[src/rtl/servile_timer_pkg.sv]
// Shared definitions for the servile mtime/mtimecmp timer.
// Latency: n/a (constants, types and a byte-merge helper only).
// Backpressure: n/a.
package servile_timer_pkg;

  // Register indices, decoded from adr[4:2]
  localparam logic [2:0] MTIME_LO      = 3'd0;
  localparam logic [2:0] MTIME_HI      = 3'd1;
  localparam logic [2:0] MTIMECMP_LO   = 3'd2;
  localparam logic [2:0] MTIMECMP_HI   = 3'd3;
  localparam logic [2:0] CTRL          = 3'd4;
  localparam logic [2:0] MTIME_HI_SNAP = 3'd5;

  // CTRL field positions
  localparam int EN_BIT  = 0;
  localparam int DIV_LSB = 8;
  localparam int DIV_MSB = 15;

  localparam logic [63:0] MTIMECMP_RST = 64'hFFFF_FFFF_FFFF_FFFF;

  // Bus handshake: the ACK state is the registered acknowledge itself
  typedef enum logic {
    BUS_IDLE = 1'b0,
    BUS_ACK  = 1'b1
  } bus_state_t;

  // Per-byte write merge: selected bytes take new data, others keep old
  function automatic logic [31:0] byte_merge(input logic [31:0] old_val,
                                             input logic [31:0] new_val,
                                             input logic [3:0]  sel);
    logic [31:0] res;
    res = old_val;
    for (int b = 0; b < 4; b++) begin
      if (sel[b]) res[b*8 +: 8] = new_val[b*8 +: 8];
    end
    return res;
  endfunction

endpackage

[src/rtl/servile_timer_prescaler.sv]
// Prescaler that divides the clock by div+1 to produce the mtime tick.
// Latency: tick is combinational from the registered count (same cycle).
// Backpressure: none; en=0 freezes the count, clr forces it to zero.
// Ports: i_clk, i_rst (async, high), i_en, i_div[7:0], i_clr -> o_tick.
module servile_timer_prescaler
  import servile_timer_pkg::*;
(
  input  logic       i_clk,
  input  logic       i_rst,
  input  logic       i_en,
  input  logic [7:0] i_div,
  input  logic       i_clr,
  output logic       o_tick
);

  logic [7:0] count_q;

  // Tick fires in the cycle the count has reached div
  assign o_tick = i_en && (count_q == i_div);

  always_ff @(posedge i_clk or posedge i_rst) begin
    if (i_rst) begin
      count_q <= 8'd0;
    end else if (i_clr) begin
      count_q <= 8'd0;
    end else if (i_en) begin
      if (count_q == i_div) count_q <= 8'd0;
      else                  count_q <= count_q + 8'd1;
    end
  end

endmodule

[src/rtl/servile_timer.sv]
// Wishbone-responding 64-bit mtime/mtimecmp timer driving the CPU timer irq.
// Latency: ack and read data one cycle after stb; irq one cycle after compare.
// Backpressure: ack is a one-cycle pulse, a held stb is acked every 2nd cycle.
// Ports: i_clk, i_rst (async, high); wishbone i_wb_adr/dat/sel/we/stb,
//        o_wb_rdt, o_wb_ack; o_timer_irq.
module servile_timer
  import servile_timer_pkg::*;
#(
  parameter logic       reset_en  = 1'b1,
  parameter logic [7:0] reset_div = 8'd0
) (
  input  logic        i_clk,
  input  logic        i_rst,
  input  logic [31:0] i_wb_adr,
  input  logic [31:0] i_wb_dat,
  input  logic [3:0]  i_wb_sel,
  input  logic        i_wb_we,
  input  logic        i_wb_stb,
  output logic [31:0] o_wb_rdt,
  output logic        o_wb_ack,
  output logic        o_timer_irq
);

  bus_state_t  state_q, state_d;
  logic        req;
  logic [2:0]  idx;
  logic        wr;
  logic [63:0] mtime_q, mtime_d;
  logic [63:0] mtimecmp_q;
  logic [31:0] snap_q;
  logic        en_q;
  logic [7:0]  div_q;
  logic        ctrl_wr;
  logic        tick;
  logic [31:0] rd_mux;
  logic [31:0] rdt_q;
  logic        irq_q;

  // Only adr[4:2] selects a register
  logic unused_adr;
  assign unused_adr = ^{i_wb_adr[31:5], i_wb_adr[1:0]};

  assign idx     = i_wb_adr[4:2];
  assign wr      = req && i_wb_we;
  assign ctrl_wr = wr && (idx == CTRL);

  // Bus FSM: a request is only taken while not already acking
  always_ff @(posedge i_clk or posedge i_rst) begin
    if (i_rst) state_q <= BUS_IDLE;
    else       state_q <= state_d;
  end

  always_comb begin
    state_d = BUS_IDLE;
    req     = 1'b0;
    case (state_q)
      BUS_IDLE: begin
        if (i_wb_stb) begin
          state_d = BUS_ACK;
          req     = 1'b1;
        end
      end
      BUS_ACK:  state_d = BUS_IDLE;
      default:  state_d = BUS_IDLE;
    endcase
  end

  assign o_wb_ack = (state_q == BUS_ACK);

  servile_timer_prescaler u_prescaler (
    .i_clk  (i_clk),
    .i_rst  (i_rst),
    .i_en   (en_q),
    .i_div  (div_q),
    .i_clr  (ctrl_wr),
    .o_tick (tick)
  );

  // A software write to either mtime half overrides the tick; both halves
  // then hold their pre-tick value except for the written bytes.
  always_comb begin
    mtime_d = mtime_q;
    if (tick) mtime_d = mtime_q + 64'd1;
    if (wr && idx == MTIME_LO)
      mtime_d = {mtime_q[63:32], byte_merge(mtime_q[31:0], i_wb_dat, i_wb_sel)};
    if (wr && idx == MTIME_HI)
      mtime_d = {byte_merge(mtime_q[63:32], i_wb_dat, i_wb_sel), mtime_q[31:0]};
  end

  always_comb begin
    rd_mux = 32'd0;
    case (idx)
      MTIME_LO:      rd_mux = mtime_q[31:0];
      MTIME_HI:      rd_mux = mtime_q[63:32];
      MTIMECMP_LO:   rd_mux = mtimecmp_q[31:0];
      MTIMECMP_HI:   rd_mux = mtimecmp_q[63:32];
      CTRL: begin
        rd_mux[EN_BIT]          = en_q;
        rd_mux[DIV_MSB:DIV_LSB] = div_q;
      end
      MTIME_HI_SNAP: rd_mux = snap_q;
      default:       rd_mux = 32'd0;
    endcase
  end

  always_ff @(posedge i_clk or posedge i_rst) begin
    if (i_rst) begin
      mtime_q    <= 64'd0;
      mtimecmp_q <= MTIMECMP_RST;
      snap_q     <= 32'd0;
      en_q       <= reset_en;
      div_q      <= reset_div;
      rdt_q      <= 32'd0;
      irq_q      <= 1'b0;
    end else begin
      mtime_q <= mtime_d;
      rdt_q   <= req ? rd_mux : 32'd0;
      irq_q   <= en_q && (mtime_q >= mtimecmp_q);
      // Latch the upper half together with the lower-half read
      if (req && !i_wb_we && idx == MTIME_LO) snap_q <= mtime_q[63:32];
      if (wr && idx == MTIMECMP_LO)
        mtimecmp_q[31:0] <= byte_merge(mtimecmp_q[31:0], i_wb_dat, i_wb_sel);
      if (wr && idx == MTIMECMP_HI)
        mtimecmp_q[63:32] <= byte_merge(mtimecmp_q[63:32], i_wb_dat, i_wb_sel);
      if (ctrl_wr) begin
        if (i_wb_sel[0]) en_q  <= i_wb_dat[EN_BIT];
        if (i_wb_sel[1]) div_q <= i_wb_dat[DIV_MSB:DIV_LSB];
      end
    end
  end

  assign o_wb_rdt    = rdt_q;
  assign o_timer_irq = irq_q;

endmodule

[config.mk]
export PLATFORM = sky130hd
export DESIGN_NAME = servile_timer
export DESIGN_NICKNAME = d
export VERILOG_FILES = /design/src/rtl/servile_timer_pkg.sv /design/src/rtl/servile_timer_prescaler.sv /design/src/rtl/servile_timer.sv
export SDC_FILE = /design/constraint.sdc
export NUM_CORES = 1
export LEC_CHECK = 0
export ABC_CLOCK_PERIOD_IN_PS = 8100
export BUFFER_PORTS_ARGS = -buffer_cell sky130_fd_sc_hd__buf_2
export CAP_MARGIN = 20
export CORE_UTILIZATION = 40
export DETAILED_ROUTE_END_ITERATION = 7
export PLACE_DENSITY_LB_ADDON = 0.08
export SYNTH_ARGS = -nofsm -noshare
export SYNTH_HDL_FRONTEND = slang
export SYNTH_SLANG_ARGS = --single-unit
[constraint.sdc]
create_clock -name i_clk -period 8.1 [get_ports i_clk]
set_input_delay 1.62 -clock i_clk [delete_from_list [all_inputs] [get_ports i_clk]]
set_output_delay 1.62 -clock i_clk [all_outputs]
set_load 0.05 [all_outputs]
==> run summary <==
The worst endpoint required time is 8.54 ns, and the worst-case headroom to the max-slew limit is 25.2%. Counting every sink on the clock net gives 211. The number of hold buffers added after CTS was 0. After layout, the worst path uses 54.1% of the clock period. The logs give 28000 um for the placed wire-length estimate and 0.0104 ns for the final setup skew. Antenna diode instance count: 0. Setup violations remaining at the end of the flow were counted as 0. The worst setup path is launched from a primary input. After synthesis, the netlist uses 74 different library cells. Number of warnings printed during yosys synthesis: 0. Based on the critical path, the design can be clocked at up to 228 MHz.

Synthesis inferred 211 register bits. In this run the standard cell core region covers 30800 sq um. The count of final max-slew check failures is 0. Fraction of layout instances using a drive strength above 1: 24.1%.

The net count after synthesis is 1454. The clock period could shrink to 4.39 ns. TritonCTS built the clock tree. Clock-pin slew was measured on the worst setup and hold paths at 0.06 ns. The logs give 3.42% for the met3 global-route usage and 32300 sq um for the floorplan die area.

The number of gates resized after cts came out at 0. After synthesis, the share of flip-flops with an asynchronous set or reset is 100%. During placement, the flow inserted port buffers numbering 76. STA classifies the critical path endpoint as a register. Number of synthesized flops with an enable pin: 0. The floorplan step set the die width to 180 um. The number of core rows was 64. For the maximum level of the CTS H-tree, the log shows 1.

The checks that failed: DRC. For the final routed database, the setup TNS stands at 0 ns. For the worst-skew pair, the clock arrives at the later sink with an insertion delay of 0.54 ns. Counting instances, the worst hold path has a depth of 2.

Detailed routing inserted a total of 10785 vias. The run gives 41.0% as the effective utilization at floorplan. For the pin with the worst max-slew slack, the measured transition is 1.11 ns. The cell area that synthesis handed to floorplanning was 12600 sq um. The number of global-route vias before repair is 10309, and the power per cell area is 222 nW/um^2. The tools report the number of maximum-capacitance constraint violations as 0. The leakage power summed over all cells is 6.02 nW, and the die extent in y is 180 um. The area growth from synthesis to layout is 13.6%. Data arrives at the worst endpoint at 4.82 ns. The logs give 0 for the number of antenna violations at the first check in global routing and 1316 for the number of standard cells after synthesis. The flow ran to the end, but the final reports show violations. Global routing used 25.4% of the available tracks across all layers.

Across the VDD grid, the largest voltage drop is 0.150 mV. In the layout the commonest cells are sky130_fd_sc_hd__dfrtp_1, sky130_fd_sc_hd__nor2_1, sky130_fd_sc_hd__nand2_1. The remaining antenna violation count was 0; the final-stage net count was 1502.

For met2 alone, demand over resource in global routing was 38.7%. The share of the synthesized area in the top cell type is 28.9%. Dividing the detail-routed wire length by the instance count gives 23.1 um. After layout, the worst setup slack is 3.71 ns.

The predominant post-synthesis flop cell was sky130_fd_sc_hd__dfrtp_1. The via density per instance was 6.06; the largest net degree at the start of global routing was 137. For this run, global-route usage on met1 was measured as 38.0%. The first global-routing pass estimated 63700 um of wire.

After global routing, the most crowded layer is met2. The run gives 1128 as the number of design-rule violations left by the first detailed-router iteration. Setup repair after global routing left no endpoint under its margin. The library cell with the largest summed area after synthesis was sky130_fd_sc_hd__dfrtp_1. By area the synthesized netlist is led by sky130_fd_sc_hd__dfrtp_1, sky130_fd_sc_hd__dfstp_2, sky130_fd_sc_hd__mux2_2. After clock tree synthesis, the setup repair step added 0 buffers. Global routing finished with a remaining overflow of 0.

The average cell area after synthesis was 9.61 sq um. Kind of critical path: in2reg. The biggest fanout along the worst timing path came out at 49.

The largest buffer count on any clock path was 3; the number of remaining DRC errors was 5. During I/O placement, the number of pins put on the boundary was 106. Summing the sequential cell areas from Yosys gives 42.4% of the chip area. The number of hold violations in the final report is 0, and the number of optimization iterations in the first detailed-route pass is 8.

The run gives 27 as the TritonCTS buffer count. The worst hold-check path type is reg2reg. Wires add up to 41100 um. Leaving out fill and tap cells, the most frequent cell in the layout is sky130_fd_sc_hd__dfrtp_1. Clock tree synthesis selected as its root buffer the cell sky130_fd_sc_hd__clkbuf_16. Before CTS, the worst setup slack after placement is 3.23 ns. The count of cells along the worst register-to-register path is 8, and the placer congestion estimate is 0.847.
power breakdown:
group	total (W)	switching, W	internal [W]
clock network	0.00125	0.000479	0.000776
registers	0.00136	0.000143	0.00122
logic	0.000581	0.000337	0.000245
worst paths after layout:
path,startpoint,slack [ns],end
max,i_wb_adr[4],3.71,mtime_q[22]
min,snap_q[21],0.48,snap_q[21]
max in group asynchronous,i_rst,5.48,mtimecmp_q[11]
max reg2reg,mtime_q[0],4.79,mtime_q[60]
min reg2reg,snap_q[21],0.48,snap_q[21]
min in group asynchronous,i_rst,1.32,u_prescaler.count_q[6]
metal layers:
metal	share of wire, %	vias up
li1	-	4959
met1	48	5425
met2	44	343
met3	6.3	58
met4	2.3	0
met5	0	-
area by class of cell:
cell class,instances,area [sq um]
Inverter,83,319
Sequential cell,211,5360
Tap cell,396,495
Timing Repair Buffer,92,541
Clock buffer,39,761
Multi-Input combinational cell,949,6740
Clock inverter,10,156
Fill cell,2971,16500
cell families after synthesis:
logic type                 synth area share, %
adders and majority gates                 6.53
and+or+nand+nor                           14.9
AOI/OAI and AO/OA                         17.7
buffers and inverters                     4.74
DFF                                       42.4
muxes                                     12.9
xor gates and xnor gates                 0.831
stage by stage:
step | total power (W) | cells | hold WS [ns] | util, % | instance area, sq um
after floorplan | 0.00174 | 1316 | 0.450 | - | 12600
after global placement | 0.00193 | 1728 | 0.466 | 43.4 | 13400
after detailed placement | 0.00195 | 1728 | 0.471 | 43.4 | 13400
after CTS | 0.00321 | 1777 | 0.485 | 46.4 | 14300
after global routing | 0.00334 | 1780 | 0.508 | 46.6 | 14400
final | 0.00319 | 1780 | 0.481 | 46.6 | 14400
critical path: stages:
cell	delay, ns
sky130_fd_sc_hd__buf_2	0.10
sky130_fd_sc_hd__buf_4	0.29
sky130_fd_sc_hd__nand4bb_1	0.62
sky130_fd_sc_hd__nor2_4	0.58
sky130_fd_sc_hd__nand2_1	0.10
sky130_fd_sc_hd__buf_4	0.30
sky130_fd_sc_hd__a21oi_1	0.76
sky130_fd_sc_hd__a21oi_1	0.14
sky130_fd_sc_hd__a311oi_1	0.27
Yosys cell counts, drive strengths merged, types with 15 or more instances:
cell and number:
o21ai 105, mux2i 41, a222oi 25, a21oi 80, dfrtp 146, clkbuf 58, nand2 107, buf 15
dfstp 65, nand4 24, nor3 23, inv 83, nor4 29, ha 66, a22oi 15, nor2 120
o2bb2ai 16, nand3 39, mux2 102
state kept, by name, summed over array words and instances, names as in the netlist:
name                 flops
o_wb_rdt                32
en_q                     1
mtime_q                 64
div_q                    8
o_wb_ack                 1
o_timer_irq              1
snap_q                  32
mtimecmp_q              64
u_prescaler.count_q      8
No activity file was read; power rests on OpenSTA's default activity.
